[src/rtl/gate_seq_ctrl_pkg.sv]
// ============================================================================
//  Package  : gate_seq_pkg
//  Purpose  : Shared types and defaults for the gated-pulse sequencer.
//  Revision : 1.0 - initial release
// ============================================================================
`default_nettype none

package gate_seq_pkg;

   // Sequencer states
   typedef enum logic [1:0] {
      IDLE  = 2'd0,
      DELAY = 2'd1,
      GATE  = 2'd2
   } state_t;

   // Default sizing
   localparam int DEF_N_CH = 4;
   localparam int DEF_W    = 4;

   // Per-channel configuration values after reset
   localparam int RST_DELAY = 0;
   localparam int RST_DUR   = 1;

endpackage

`default_nettype wire

[src/rtl/gate_seq_ctrl_rr_arbiter.sv]
// ============================================================================
//  Module   : rr_arbiter
//  Purpose  : N-way round-robin arbiter. The search starts just after the
//             last accepted grant; the pointer moves only when a grant is
//             accepted (en high and some request present).
//  Revision : 1.0 - initial release
// ============================================================================
`default_nettype none

module rr_arbiter #(
   parameter int N = 4
) (
   input  logic                 clk,
   input  logic                 rst_n,
   input  logic [N-1:0]         req,
   input  logic                 en,
   output logic [N-1:0]         gnt_oh,
   output logic [$clog2(N)-1:0] gnt_idx,
   output logic                 gnt_valid
);

   localparam int IW = $clog2(N);

   logic [IW-1:0] ptr;
   logic [IW-1:0] cand;
   logic [IW-1:0] pick;
   logic [N-1:0]  pick_oh;
   logic          found;

   // Find the first requester after the pointer, wrapping around
   always_comb begin
      found   = 1'b0;
      pick    = '0;
      pick_oh = '0;
      cand    = '0;
      for (int k = 0; k < N; k++) begin
         cand = IW'((int'(ptr) + 1 + k) % N);
         if (!found && req[cand]) begin
            found         = 1'b1;
            pick          = cand;
            pick_oh[cand] = 1'b1;
         end
      end
   end

   assign gnt_valid = en & found;
   assign gnt_oh    = gnt_valid ? pick_oh : '0;
   assign gnt_idx   = pick;

   // Pointer starts at the last channel so channel 0 wins first after reset
   always_ff @(posedge clk or negedge rst_n) begin
      if (!rst_n) begin
         ptr <= IW'(N - 1);
      end else if (gnt_valid) begin
         ptr <= pick;
      end
   end

endmodule

`default_nettype wire

[src/rtl/gate_seq_ctrl.sv]
// ============================================================================
//  Module   : gate_seq_ctrl
//  Purpose  : Shares one delay-then-gate pulse generator among N_CH trigger
//             channels. Trigger rising edges queue runs, which are served in
//             round-robin order with per-channel delay/duration.
//  Revision : 1.0 - initial release
// ============================================================================
`default_nettype none

module gate_seq_ctrl
   import gate_seq_pkg::*;
#(
   parameter int N_CH = DEF_N_CH,
   parameter int W    = DEF_W
) (
   input  logic                    clk,
   input  logic                    rst_n,
   input  logic [N_CH-1:0]         trig,
   input  logic                    cfg_we,
   input  logic [$clog2(N_CH)-1:0] cfg_ch,
   input  logic [W-1:0]            cfg_delay,
   input  logic [W-1:0]            cfg_dur,
   input  logic                    abort,
   input  logic                    ovf_clr,
   output logic                    gate,
   output logic [$clog2(N_CH)-1:0] gate_ch,
   output logic                    busy,
   output logic [N_CH-1:0]         pend,
   output logic [N_CH-1:0]         ovf
);

   localparam int CW = $clog2(N_CH);

   state_t          state;
   logic [N_CH-1:0] trig_q;
   logic [N_CH-1:0] rise;
   logic [N_CH-1:0] gnt_oh;
   logic [N_CH-1:0] ovf_set;
   logic [CW-1:0]   gnt_idx;
   logic            gnt_valid;
   logic [W-1:0]    delay_r [N_CH];
   logic [W-1:0]    dur_r   [N_CH];
   logic [W-1:0]    gnt_delay;
   logic [W-1:0]    gnt_dur;
   logic [W-1:0]    cnt;
   logic [W-1:0]    dur_snap;

   assign rise      = trig & ~trig_q;
   // A rise coinciding with the grant of the same channel just re-queues it
   assign ovf_set   = rise & pend & ~gnt_oh;
   assign gnt_delay = delay_r[gnt_idx];
   assign gnt_dur   = dur_r[gnt_idx];
   assign busy      = (state != IDLE);

   rr_arbiter #(
      .N (N_CH)
   ) u_arb (
      .clk       (clk),
      .rst_n     (rst_n),
      .req       (pend),
      .en        (state == IDLE),
      .gnt_oh    (gnt_oh),
      .gnt_idx   (gnt_idx),
      .gnt_valid (gnt_valid)
   );

   // Edge detection, request queue and sticky overflow flags
   always_ff @(posedge clk or negedge rst_n) begin
      if (!rst_n) begin
         trig_q <= '0;
         pend   <= '0;
         ovf    <= '0;
      end else begin
         trig_q <= trig;
         pend   <= (pend & ~gnt_oh) | rise;
         ovf    <= (ovf & ~{N_CH{ovf_clr}}) | ovf_set;
      end
   end

   // Per-channel configuration registers
   always_ff @(posedge clk or negedge rst_n) begin
      if (!rst_n) begin
         for (int i = 0; i < N_CH; i++) begin
            delay_r[i] <= W'(RST_DELAY);
            dur_r[i]   <= W'(RST_DUR);
         end
      end else if (cfg_we && (int'(cfg_ch) < N_CH)) begin
         delay_r[cfg_ch] <= cfg_delay;
         dur_r[cfg_ch]   <= cfg_dur;
      end
   end

   // Run sequencer: grant, count down the delay, then hold gate for dur
   always_ff @(posedge clk or negedge rst_n) begin
      if (!rst_n) begin
         state    <= IDLE;
         gate     <= 1'b0;
         gate_ch  <= '0;
         cnt      <= '0;
         dur_snap <= '0;
      end else begin
         case (state)
            IDLE: begin
               if (gnt_valid) begin
                  gate_ch  <= gnt_idx;
                  dur_snap <= gnt_dur;
                  if (gnt_delay != '0) begin
                     state <= DELAY;
                     cnt   <= gnt_delay;
                  end else if (gnt_dur != '0) begin
                     state <= GATE;
                     gate  <= 1'b1;
                     cnt   <= gnt_dur;
                  end
               end
            end
            DELAY: begin
               if (abort) begin
                  state <= IDLE;
               end else if (cnt == W'(1)) begin
                  if (dur_snap != '0) begin
                     state <= GATE;
                     gate  <= 1'b1;
                     cnt   <= dur_snap;
                  end else begin
                     state <= IDLE;
                  end
               end else begin
                  cnt <= cnt - W'(1);
               end
            end
            GATE: begin
               if (abort || (cnt == W'(1))) begin
                  state <= IDLE;
                  gate  <= 1'b0;
               end else begin
                  cnt <= cnt - W'(1);
               end
            end
            default: begin
               state <= IDLE;
               gate  <= 1'b0;
            end
         endcase
      end
   end

endmodule

`default_nettype wire

[config.mk]
export PLATFORM = sky130hd
export DESIGN_NAME = gate_seq_ctrl
export DESIGN_NICKNAME = d
export VERILOG_FILES = /design/src/rtl/gate_seq_ctrl_pkg.sv /design/src/rtl/gate_seq_ctrl_rr_arbiter.sv /design/src/rtl/gate_seq_ctrl.sv
export SDC_FILE = /design/constraint.sdc
export NUM_CORES = 1
export LEC_CHECK = 0
export ABC_CLOCK_PERIOD_IN_PS = 6300
export CAP_MARGIN = 30
export CORE_MARGIN = 2
export CORE_UTILIZATION = 65
export CTS_BUF_LIST = sky130_fd_sc_hd__clkbuf_2 sky130_fd_sc_hd__clkbuf_4 sky130_fd_sc_hd__clkbuf_8
export CTS_CLUSTER_DIAMETER = 120
export DETAILED_ROUTE_END_ITERATION = 10
export DONT_BUFFER_PORTS = 1
export GPL_ROUTABILITY_DRIVEN = 0
export PLACE_DENSITY = 0.85
export SLEW_MARGIN = 20
export SYNTH_ARGS = -nofsm -noshare
export SYNTH_HDL_FRONTEND = slang
export SYNTH_HIERARCHICAL = 1
export SYNTH_SLANG_ARGS = --single-unit
export TNS_END_PERCENT = 30
[constraint.sdc]
create_clock -name clk -period 6.3 [get_ports clk]
set_clock_uncertainty 0.15 [all_clocks]
set_input_delay 0.945 -clock clk [delete_from_list [all_inputs] [get_ports clk]]
set_output_delay 0.945 -clock clk [all_outputs]
set_load 0.01 [all_outputs]
### After elaboration in Yosys (flattened, before gate mapping)

Index checks and enable logic that the tools add are counted.

* flip-flop bits (word level): 59
* output and inout bits: 12
* input bits: 19
* word-level logic and storage cells: 148

* $add $sub $neg: 5
* eq/ne operators: 14
* magnitude comparators: 11
* muxes and demuxes: 63
* reductions and logical operators: 22
* bitwise logic cells: 16

Operator list (number)
* two-way mux 4 bit: 17
* bitwise mux 16 bit: 2
* two-way mux 2 bit: 11
* AND 4 bit: 5
* OR 4 bit: 5
* two-way mux 1 bit: 19
* binary-select mux 4 bit (select 2 bit): 2
* != test 2 bit (second input constant): 8
* less-than comparator 2 x 3 -> 1 bit (second input constant): 4
* NOT 4 bit: 3
* one-hot mux 4 bit (3 select lines): 1
* nonzero test 4 bit: 3
* != test 3 bit (second input constant): 3
* binary-select mux 1 bit (select 2 bit): 4
* demux 1 bit (select 2 bit): 4
* demux 4 bit (select 2 bit): 1
* greater-or-equal comparator 2 x 1 -> 1 bit (second input constant): 4
* logical AND 1 bit: 8
* AND reduction 7 bit: 1
* greater-or-equal comparator 3 bit (second input constant): 2
* NOT 2 -> 3 bit: 2
* one-hot mux 2 bit (3 select lines): 1
* AND reduction 6 bit: 1
* adder 2 x 1 -> 2 bit (second input constant): 2
* other kinds (15): 18

### Longest topological paths before layout

Gate-level depths: netlist of the first run.

* depth in word-level cells: 22
* depth in mapped cells: 15
* mapped depth without buffers: 12

### By module

Netlist of the first run, hierarchy kept.

By module, submodules not included
* gate_seq_ctrl: seq. area each 1431.4 µm², times used 1, cells each 208, area each 2776.4 µm²
* rr_arbiter: seq. area each 52.6 µm², times used 1, cells each 78, area each 613.1 µm²

### Worst setup path before layout of the first run

No wires, ideal clock.

* kind: flip-flop to flip-flop
* start: reg u_arb.ptr[0]
* end: reg cnt[2]
* stages on the path, launching flop included: 14
* data required time: 6.022 ns
* buffers on the path: 3
* slack: 2.195 ns
* period minus slack after synthesis: 4.105 ns
* library setup time: 0.128 ns
* arrival time: 3.828 ns
* cell sequence: dfstp_2 > buf_6 > inv_2 > ha_1 > clkbuf_2 > mux4_2 > a211oi_2 > o21ai_0 > o31ai_1 > buf_6 > mux4_1 > nor4_4 > a221o_2 > mux2_1

* word-level cells in the longest chain between the ends: 21
* elaborated cells between the ends (all ways): 43
* classes of those cells: add/sub: 4; eq/ne: 2; mux: 26; bitwise: 2; reduce/logical: 9

Ends and longest elaborated chain
* start, declared: RTL line gate_seq_ctrl_rr_arbiter.sv:24 `logic [IW-1:0] ptr;`
* start signal, assigned: RTL line gate_seq_ctrl_rr_arbiter.sv:53 `ptr <= IW'(N - 1);`
* start signal, assigned: RTL line gate_seq_ctrl_rr_arbiter.sv:55 `ptr <= pick;`
* adder 2 x 1 -> 2 bit (*): RTL line gate_seq_ctrl_rr_arbiter.sv:37 `cand = IW'((int'(ptr) + 1 + k) % N);`
* branches (longest 11 deep; another with adder 2 bit)
* two-way mux 2 bit (*): RTL line gate_seq_ctrl_rr_arbiter.sv:38 `if (!found && req[cand]) begin`
* net gnt_idx[0]: RTL line gate_seq_ctrl.sv:39 `logic [CW-1:0] gnt_idx;`
* NOT 2 -> 3 bit (not written as such) (*): RTL line gate_seq_ctrl.sv:51, gate_seq_ctrl.sv:52
* binary-select mux 4 bit (select 2 bit), on equally long branches: RTL line gate_seq_ctrl.sv:51, gate_seq_ctrl.sv:52
* two-way mux 4 bit, on equally long branches (2 in a row): RTL line gate_seq_ctrl.sv:51, gate_seq_ctrl.sv:52
* nonzero test 4 bit or two-way mux 4 bit (tied branches): RTL line gate_seq_ctrl.sv:107, gate_seq_ctrl.sv:110
* two-way mux 4 bit: RTL line gate_seq_ctrl.sv:107 `if (gnt_delay != '0) begin`
* two-way mux 4 bit: RTL line gate_seq_ctrl.sv:104 `if (gnt_valid) begin`
* one-hot mux 4 bit (3 select lines): RTL line gate_seq_ctrl.sv:102 `case (state)`
* end signal, assigned: RTL line gate_seq_ctrl.sv:109 `cnt <= gnt_delay;`
* end signal, assigned: RTL line gate_seq_ctrl.sv:113 `cnt <= gnt_dur;`
* end signal, assigned: RTL line gate_seq_ctrl.sv:124 `cnt <= dur_snap;`
* end, declared: RTL line gate_seq_ctrl.sv:45 `logic [W-1:0] cnt;`

Mark *: on every way through the listed nets, which the timed path passes. The select of a mux whose other input is x is not followed.
A chain may end at the register's enable or synchronous reset.

### Final worst setup path of the first run

Ends and elaborated chain as after synthesis.

==> impl_results.html, run 1 <==
<table>
<tr><th>Metric</th><th>Value</th></tr>
<tr><th colspan="2">STA</th></tr>
<tr><td>Final setup fails</td><td>0</td></tr>
<tr><td>Final Hold Vio Count</td><td>0</td></tr>
<tr><td>Relative slew slack</td><td>62.10%</td></tr>
<tr><td>RSZ-0062 raised after global routing</td><td>no</td></tr>
<tr><td>Max Clk Rate</td><td>214.7 MHz</td></tr>
<tr><td>Clock period minus final worst setup slack</td><td>4.658 ns</td></tr>
<tr><td>Final max-slew violation count</td><td>0</td></tr>
<tr><td>Total negative setup slack</td><td>0 ns</td></tr>
<tr><td>Fraction of the cycle the final worst path needs</td><td>73.94%</td></tr>
<tr><td>Slew at the pin with the worst max-slew slack</td><td>0.5673 ns</td></tr>
<tr><th colspan="2">Layout</th></tr>
<tr><td>Number of nets in the final layout</td><td>320</td></tr>
<tr><td>Fraction of layout cells with a size suffix above 1</td><td>28.14%</td></tr>
<tr><td>Count of fill cells added during filler insertion</td><td>368</td></tr>
<tr><td>Area Overhead vs Synth</td><td>7.493%</td></tr>
<tr><td>N_diodes</td><td>0</td></tr>
<tr><th colspan="2">Run</th></tr>
<tr><td>Max cap viols</td><td>0</td></tr>
<tr><th colspan="2">Clocking</th></tr>
<tr><td>Clock transition at the registers of the reported paths</td><td>approximately 0.07 ns</td></tr>
<tr><td>Buffers inserted during post-CTS setup optimization</td><td>0</td></tr>
<tr><td>Clock insertion delay at the later pin of the skew report</td><td>0.34 ns</td></tr>
<tr><td>Clock tree from TritonCTS</td><td>built</td></tr>
<tr><td>Master cell of the clock root buffer</td><td>clkbuf_8</td></tr>
<tr><td>Post-CTS resize count</td><td>0</td></tr>
<tr><td>Sinks on the clock net</td><td>59</td></tr>
<tr><td>Number of buffers created by CTS</td><td>9</td></tr>
<tr><td>Count of H-tree levels built during CTS</td><td>3</td></tr>
<tr><td>Clock buffer depth</td><td>2</td></tr>
<tr><td>Number of buffers inserted for hold repair after clock tree synthesis</td><td>0</td></tr>
<tr><th colspan="2">Detailed routing</th></tr>
<tr><td>TritonRoute pass-1 iters</td><td>6</td></tr>
<tr><td>Iteration-0 DRC count of the detailed router</td><td>222</td></tr>
<tr><td>Number of nets with antenna violations after detailed routing</td><td>0</td></tr>
<tr><td>Final routed wirelength across all metal layers</td><td>6.827 mm</td></tr>
<tr><td>Number of vias per cell after detailed routing</td><td>6.422</td></tr>
<tr><td>Routed wire per std cell</td><td>about 19 µm</td></tr>
<tr><td>Detailed-route via count</td><td>between 2000 and 2500</td></tr>
<tr><td>DRC Markers</td><td>0</td></tr>
<tr><th colspan="2">Setup path</th></tr>
<tr><td>Number of buffers and inverters on the critical path</td><td>2</td></tr>
<tr><td>Highest-delay cell along the critical path</td><td>dfstp_2</td></tr>
<tr><td>Start-to-end type of the worst setup path</td><td>reg -&gt; reg</td></tr>
<tr><td>Startpoint kind of the worst setup timing path</td><td>flip-flop</td></tr>
<tr><td>Worst Path Max Fanout</td><td>16</td></tr>
<tr><td>Required @ worst endpoint</td><td>approximately 6.4 ns</td></tr>
<tr><td>Crit path DAT</td><td>4.72 ns</td></tr>
<tr><td>Crit-path max cell delay</td><td>around 0.77 ns</td></tr>
<tr><td>Cell chain of the critical path</td><td>inv_2 -&gt; ha_1 -&gt; mux4_2 -&gt; a211oi_2 -&gt; o21ai_0 -&gt; o31ai_2 -&gt; buf_4 -&gt; mux4_1 -&gt; nor4_4 -&gt; a221o_2 -&gt; mux2_1</td></tr>
<tr><td>Gate family responsible for the most delay along the worst path</td><td>multiplexers</td></tr>
<tr><td>Endpoint kind of the worst setup timing path</td><td>flip-flop</td></tr>
<tr><th colspan="2">Placement</th></tr>
<tr><td>Final HPWL from detailed placement</td><td>4.715 mm</td></tr>
<tr><td>Total of buffers placed on input and output ports</td><td>0</td></tr>
<tr><th colspan="2">Global routing</th></tr>
<tr><td>Global router's overall resource usage</td><td>25.41%</td></tr>
<tr><td>Global-route wire length before repair</td><td>11.57 mm</td></tr>
<tr><td>Overall overflow remaining after global route</td><td>0</td></tr>
<tr><td>Largest net degree at the start of global routing</td><td>60</td></tr>
<tr><td>Initial antenna violation count</td><td>0</td></tr>
<tr><td>Vias in the first global route</td><td>2329</td></tr>
<tr><th colspan="2">Floorplanning</th></tr>
<tr><td>Cell row count</td><td>26</td></tr>
<tr><td>Core box area</td><td>0.005075 mm²</td></tr>
<tr><td>Starting density of the core</td><td>~67%</td></tr>
<tr><td>Die span in y</td><td>76.21 µm</td></tr>
<tr><td>Area of the die</td><td>0.005808 mm²</td></tr>
<tr><td>Number of I/O pins</td><td>31</td></tr>
<tr><td>Horizontal die dimension</td><td>between 70 and 80 µm</td></tr>
<tr><th colspan="2">Yosys</th></tr>
<tr><td>Portion of the post-synthesis area used by sequential elements</td><td>between 40 and 50%</td></tr>
<tr><td>Post-synth top area share</td><td>39.13%</td></tr>
<tr><td>Number of cells produced by synthesis</td><td>286</td></tr>
<tr><td>Number of flops mapped to enable cells by yosys</td><td>0</td></tr>
<tr><td>Leading register cell type out of synthesis</td><td>dfrtp_1</td></tr>
<tr><td>Synth Net Count</td><td>316</td></tr>
<tr><td>Syn avg cell area</td><td>11.85 µm²</td></tr>
<tr><td>Count of different cell masters after synthesis</td><td>59</td></tr>
<tr><td>Share of async-settable or async-resettable flops after synthesis</td><td>100.0%</td></tr>
<tr><td>Yosys warning total</td><td>6</td></tr>
<tr><td>Dominant cells by area after synthesis</td><td>dfrtp_1 39%, mux2_2 13%, dfstp_2 4.7%</td></tr>
<tr><td>Area of the mapped netlist</td><td>0.003390 mm²</td></tr>
<tr><td>Post-synthesis cell type with the largest combined area</td><td>dfrtp_1</td></tr>
<tr><td>#FFs+latches synth</td><td>59</td></tr>
<tr><th colspan="2">Hold path</th></tr>
<tr><td>Hold Crit Class</td><td>in -&gt; async</td></tr>
<tr><th colspan="2">Power and ir drop</th></tr>
<tr><td>Max rail drop VDD</td><td>~0.32 mV</td></tr>
<tr><td>Total power</td><td>2219 µW</td></tr>
<tr><td>Leakage power summed over all cells</td><td>~0.0015 µW</td></tr>
<tr><td>Total power density per cell area</td><td>609.1 mW/mm²</td></tr>
<tr><th colspan="2">Run status</th></tr>
<tr><td>Result of the run</td><td>complete, no violations</td></tr>
</table>
cells in the mapped netlist, types with 5 or more instances:
cell      count
a21oi_1      11
clkbuf_1      5
dfrtp_1      53
dfstp_2       6
ha_1         11
inv_1        16
mux2_2       40
mux2i_1       5
nand2_1      23
nand2b_1     10
nor2_1        8
o21ai_0      10
state kept, by name, summed over array words and instances, names as in the netlist, 4 cells and up:
name / flops
dur_snap: 4
cnt: 4
pend: 4
delay_r: 16
ovf: 4
dur_r: 16
trig_q: 4
cells in the final DEF, fill, tap and decap left out, drive strengths merged, types with 8 or more instances in the layout:
cell and n:
a21oi 11, clkbuf 11, dfrtp 53, ha 11, inv 17, mux2 43, mux4 8, nand2 24
nand2b 10, nor2 10, o21ai 10
per-layer routing:
layer | up-vias | routed length (µm) | track usage (%) | part of all wire [%]
li1 | 1083 | - | - | -
met1 | 1177 | 3122 | 35.71 | 46
met2 | 76 | 3209 | 37.88 | 47
met3 | 8 | 395 | 8.175 | 5.8
met4 | 0 | 100 | 8.182 | 1.5
met5 | - | 0 | 0 | 0
path summary, 6_finish.rpt:
check	from	to	slack, ns	cells after the start
worst max-delay path	u_arb/ptr[0]$_DFFE_PN1P_	cnt[2]$_DFFE_PN0P_	1.64	11
worst min-delay path	rst_n	dur_snap[1]$_DFFE_PN0P_	0.15	0
worst max register to register	u_arb/ptr[0]$_DFFE_PN1P_	cnt[2]$_DFFE_PN0P_	1.64	11
worst min register to register	dur_r[10]$_DFFE_PN0P_	dur_r[10]$_DFFE_PN0P_	0.35	1
max in group asynchronous	rst_n	dur_r[0]$_DFFE_PN1P_	5.64	0
min in group clk	dur_r[10]$_DFFE_PN0P_	dur_r[10]$_DFFE_PN0P_	0.35	1
per-stage QoR:
step	cell area, µm²	setup slack (ns)	util, %	std cells	hold WS, ns
after CTS	3643	1.653	71.79	365	0.1289
after floorplan	3390	2.195	-	286	0.3204
after global routing	3643	1.365	71.79	365	0.1234
after detailed placement	3446	1.648	67.90	349	0.3349
after global placement	3438	1.656	67.75	348	0.3301
final	3643	1.642	71.79	365	0.1482
report_power, final:
part | internal [µW] | total [µW] | leakage (µW) | switching [µW]
combinational | 572 | 1240 | 0.000731 | 667
clock | 196 | 342 | 0.000103 | 147
sequential | 504 | 638 | 0.000689 | 135
cells by family after synthesis:
group / after synthesis / share of synthesized area, %
AOI/OAI and AO/OA: 63 / 14.32
xor gates and xnor gates: 2 / 0.5169
adders and majority gates: 11 / 4.060
buffers and inverters: 26 / 3.396
DFF: 59 / 43.78
muxes: 57 / 22.19
and+or+nand+nor: 68 / 11.74
area by class of cell:
type	instances	area [µm²]	area share (%)
multi-input combinational	201	1795	49.28
sequential	59	1484	40.73
clock buffer	11	145.1	3.984
tap	70	87.58	2.404
inverter	17	63.81	1.751
clock inverter	5	52.55	1.442
timing repair buffer	2	15.01	0.4121
Power figures use the tool's default switching activity.
==> run 2, diff against run 1 <==
Settings changed: ABC_CLOCK_PERIOD_IN_PS 6300 to 4500.
Clock period 6.3 ns to 4.5 ns, I/O delays scaled along.
==> impl_results.html, run 2 (synthesis results as in run 1) <==
<table>
<tr><th>Metric</th><th>Value</th></tr>
<tr><th colspan="2">Detailed routing</th></tr>
<tr><td>Final routed wirelength across all metal layers</td><td>7.062 mm</td></tr>
<tr><td>Number of vias per cell after detailed routing</td><td>6.486</td></tr>
<tr><td>Iteration-0 DRC count of the detailed router</td><td>217</td></tr>
<tr><td>Routed wire per std cell</td><td>19.09 µm</td></tr>
<tr><td>DRC Markers</td><td>0</td></tr>
<tr><td>TritonRoute pass-1 iters</td><td>5</td></tr>
<tr><td>Detailed-route via count</td><td>2400</td></tr>
<tr><td>Number of nets with antenna violations after detailed routing</td><td>0</td></tr>
<tr><th colspan="2">Setup path</th></tr>
<tr><td>Critical Path Source</td><td>u_arb/ptr[0]$_DFFE_PN1P_</td></tr>
<tr><td>Worst Path Max Fanout</td><td>11</td></tr>
<tr><td>Gate family responsible for the most delay along the worst path</td><td>multiplexers</td></tr>
<tr><td>Highest-delay cell along the critical path</td><td>dfstp_2</td></tr>
<tr><td>Crit path DAT</td><td>4.37 ns</td></tr>
<tr><td>Number of buffers and inverters on the critical path</td><td>2</td></tr>
<tr><td>FF-to-FF Start</td><td>u_arb/ptr[0]$_DFFE_PN1P_</td></tr>
<tr><td>Endpoint kind of the worst setup timing path</td><td>flip-flop</td></tr>
<tr><td>Reg-to-reg critical path endpoint</td><td>cnt[2]$_DFFE_PN0P_</td></tr>
<tr><td>Logic depth of the worst setup path including buffers</td><td>11</td></tr>
<tr><td>Required @ worst endpoint</td><td>roughly 4.6 ns</td></tr>
<tr><td>Crit-path max cell delay</td><td>0.72 ns</td></tr>
<tr><td>Register-to-register setup slack</td><td>0.19 ns</td></tr>
<tr><td>Path depth of the worst reg2reg path</td><td>11</td></tr>
<tr><td>Cell chain of the critical path</td><td>inv_2 -&gt; ha_1 -&gt; mux4_2 -&gt; a211oi_2 -&gt; o21ai_0 -&gt; o31ai_2 -&gt; buf_4 -&gt; mux4_2 -&gt; nor4_4 -&gt; a221o_2 -&gt; mux2_1</td></tr>
<tr><td>Startpoint kind of the worst setup timing path</td><td>flip-flop</td></tr>
<tr><td>Start-to-end type of the worst setup path</td><td>reg -&gt; reg</td></tr>
<tr><td>Dominant cell type by count on the critical path</td><td>mux4_2</td></tr>
<tr><th colspan="2">STA</th></tr>
<tr><td>Relative slew slack</td><td>48.21%</td></tr>
<tr><td>Hold slack</td><td>0.02664 ns</td></tr>
<tr><td>Total negative setup slack</td><td>0 ns</td></tr>
<tr><td>Final Hold Vio Count</td><td>0</td></tr>
<tr><td>Clock period minus final worst setup slack</td><td>4.306 ns</td></tr>
<tr><td>RSZ-0062 raised after global routing</td><td>no</td></tr>
<tr><td>Final setup fails</td><td>0</td></tr>
<tr><td>Final max-slew violation count</td><td>0</td></tr>
<tr><td>Slew at the pin with the worst max-slew slack</td><td>slightly below 0.8 ns</td></tr>
<tr><td>Fraction of the cycle the final worst path needs</td><td>a little over nine tenths</td></tr>
<tr><td>Max Clk Rate</td><td>approximately 230 MHz</td></tr>
<tr><th colspan="2">Clocking</th></tr>
<tr><td>Clock buffer depth</td><td>2</td></tr>
<tr><td>Count of H-tree levels built during CTS</td><td>3</td></tr>
<tr><td>Master cell of the clock root buffer</td><td>clkbuf_8</td></tr>
<tr><td>Number of buffers created by CTS</td><td>9</td></tr>
<tr><td>Clock insertion delay at the later pin of the skew report</td><td>0.34 ns</td></tr>
<tr><td>Clock transition at the registers of the reported paths</td><td>0.07 ns</td></tr>
<tr><td>Sinks on the clock net</td><td>59</td></tr>
<tr><td>Clock tree from TritonCTS</td><td>built</td></tr>
<tr><th colspan="2">Global routing</th></tr>
<tr><td>Overall overflow remaining after global route</td><td>0</td></tr>
<tr><td>Largest net degree at the start of global routing</td><td>54</td></tr>
<tr><td>Global-route wire length before repair</td><td>11.53 mm</td></tr>
<tr><td>Global router's overall resource usage</td><td>25.74%</td></tr>
<tr><td>Initial antenna violation count</td><td>0</td></tr>
<tr><td>Vias in the first global route</td><td>2316</td></tr>
<tr><th colspan="2">Floorplanning</th></tr>
<tr><td>Die span in y</td><td>about 76 µm</td></tr>
<tr><td>Area of the die</td><td>0.005808 mm²</td></tr>
<tr><td>Number of I/O pins</td><td>31</td></tr>
<tr><td>Core box area</td><td>between 0.005 and 0.006 mm²</td></tr>
<tr><td>Starting density of the core</td><td>about two thirds</td></tr>
<tr><td>Cell row count</td><td>26</td></tr>
<tr><td>Horizontal die dimension</td><td>76.21 µm</td></tr>
<tr><th colspan="2">Run</th></tr>
<tr><td>Max cap viols</td><td>0</td></tr>
<tr><th colspan="2">Layout</th></tr>
<tr><td>Area Overhead vs Synth</td><td>10.82%</td></tr>
<tr><td>Number of nets in the final layout</td><td>roughly 330</td></tr>
<tr><td>Highest-count cells in the layout ignoring fill and taps</td><td>53 x dfrtp_1, 40 x mux2_2, 23 x nand2_1</td></tr>
<tr><td>End-of-flow core utilization</td><td>approximately 74%</td></tr>
<tr><td>N_diodes</td><td>0</td></tr>
<tr><td>Most common library cell in the layout ignoring fill and taps</td><td>dfrtp_1</td></tr>
<tr><td>Largest registers</td><td>delay_r: 16 flops, dur_r: 16 flops</td></tr>
<tr><td>Fraction of layout cells with a size suffix above 1</td><td>between 30% and 40%</td></tr>
<tr><th colspan="2">Power and ir drop</th></tr>
<tr><td>Clock power share</td><td>17.9%</td></tr>
<tr><td>Leakage power summed over all cells</td><td>~0.0016 µW</td></tr>
<tr><td>Internal power contribution</td><td>1934 µW</td></tr>
<tr><td>Max rail drop VDD</td><td>0.5095 mV</td></tr>
<tr><td>Part of the power in combinational logic</td><td>55.1%</td></tr>
<tr><td>Seq pwr share</td><td>27.0%</td></tr>
<tr><td>Switching power of the nets</td><td>1383 µW</td></tr>
<tr><td>Net switching share of the total power</td><td>41.69%</td></tr>
<tr><td>Total power density per cell area</td><td>883.2 mW/mm²</td></tr>
<tr><th colspan="2">Hold path</th></tr>
<tr><td>Hold Crit Class</td><td>in -&gt; async</td></tr>
<tr><th colspan="2">Run status</th></tr>
<tr><td>Result of the run</td><td>complete, no violations</td></tr>
<tr><th colspan="2">Placement</th></tr>
<tr><td>Final HPWL from detailed placement</td><td>4.904 mm</td></tr>
<tr><td>Total of buffers placed on input and output ports</td><td>0</td></tr>
</table>
[run 2: timing repair]
action | in CTS | in global routing
setup endpoints to repair | 0 | 4
resized for setup | 0 | 3
hold endpoints to repair | 53 | 0
hold buffers | 1 | 0
setup buffers | 0 | 0
[run 2: through the flow]
stage          instance area, µm²  worst slack, ns  total power [µW]  cells
3_3_place_gp                 3476           0.3069              2601    353
2_1_floorplan                3390           0.3946              2303    286
6_report                     3756           0.1936              3317    370
3_5_place_dp                 3476           0.1500              2661    353
4_1_cts                      3754           0.1121              3281    370
5_1_grt                      3756          0.02859              3516    370
[run 2: cell type report]
type	count	area [µm²]
inverters	17	63.81
clock buffers	10	137.6
flip-flops and latches	59	1484
repair buffers	7	72.57
fillers	350	1319
clock inverters	6	112.6
multi-input cells	201	1798
well taps	70	87.58
[run 2: worst max-delay path by stage]
stage	to	slack (ns)
after detailed placement	cnt[2]$_DFFE_PN0P_	0.15
after global placement	cnt[2]$_DFFE_PN0P_	0.31
after global routing	cnt[2]$_DFFE_PN0P_	0.03
after floorplan	cnt[2]$_DFFE_PN0P_	0.39
after CTS	cnt[2]$_DFFE_PN0P_	0.11
final	cnt[2]$_DFFE_PN0P_	0.19
[run 2: routing by layer]
metal  global-route usage (%)  share of wire [%]  vias up
met4                    9.455                1.1        0
li1                         -                  -     1103
met2                    39.65                 50       87
met5                        0                  0        -
met3                    7.820                5.3        9
met1                    34.79                 44     1201
[run 2: power by group through the flow]
| stage | combinational (µW) | clock (µW) | sequential (µW) |
|---|---|---|---|
| 4_1_cts | 1790 | 601 | 890 |
| 2_1_floorplan | 1480 | 0 | 828 |
| 3_5_place_dp | 1760 | 0 | 898 |
| 3_3_place_gp | 1710 | 0 | 888 |
| 6_report | 1830 | 593 | 895 |
| 5_1_grt | 1970 | 627 | 917 |
==> run 3, diff against run 2 <==
Settings changed: TNS_END_PERCENT 30 to 50.
==> results of run 3 <==
No change in the layout: final DEF, timing and power equal those of run 2.
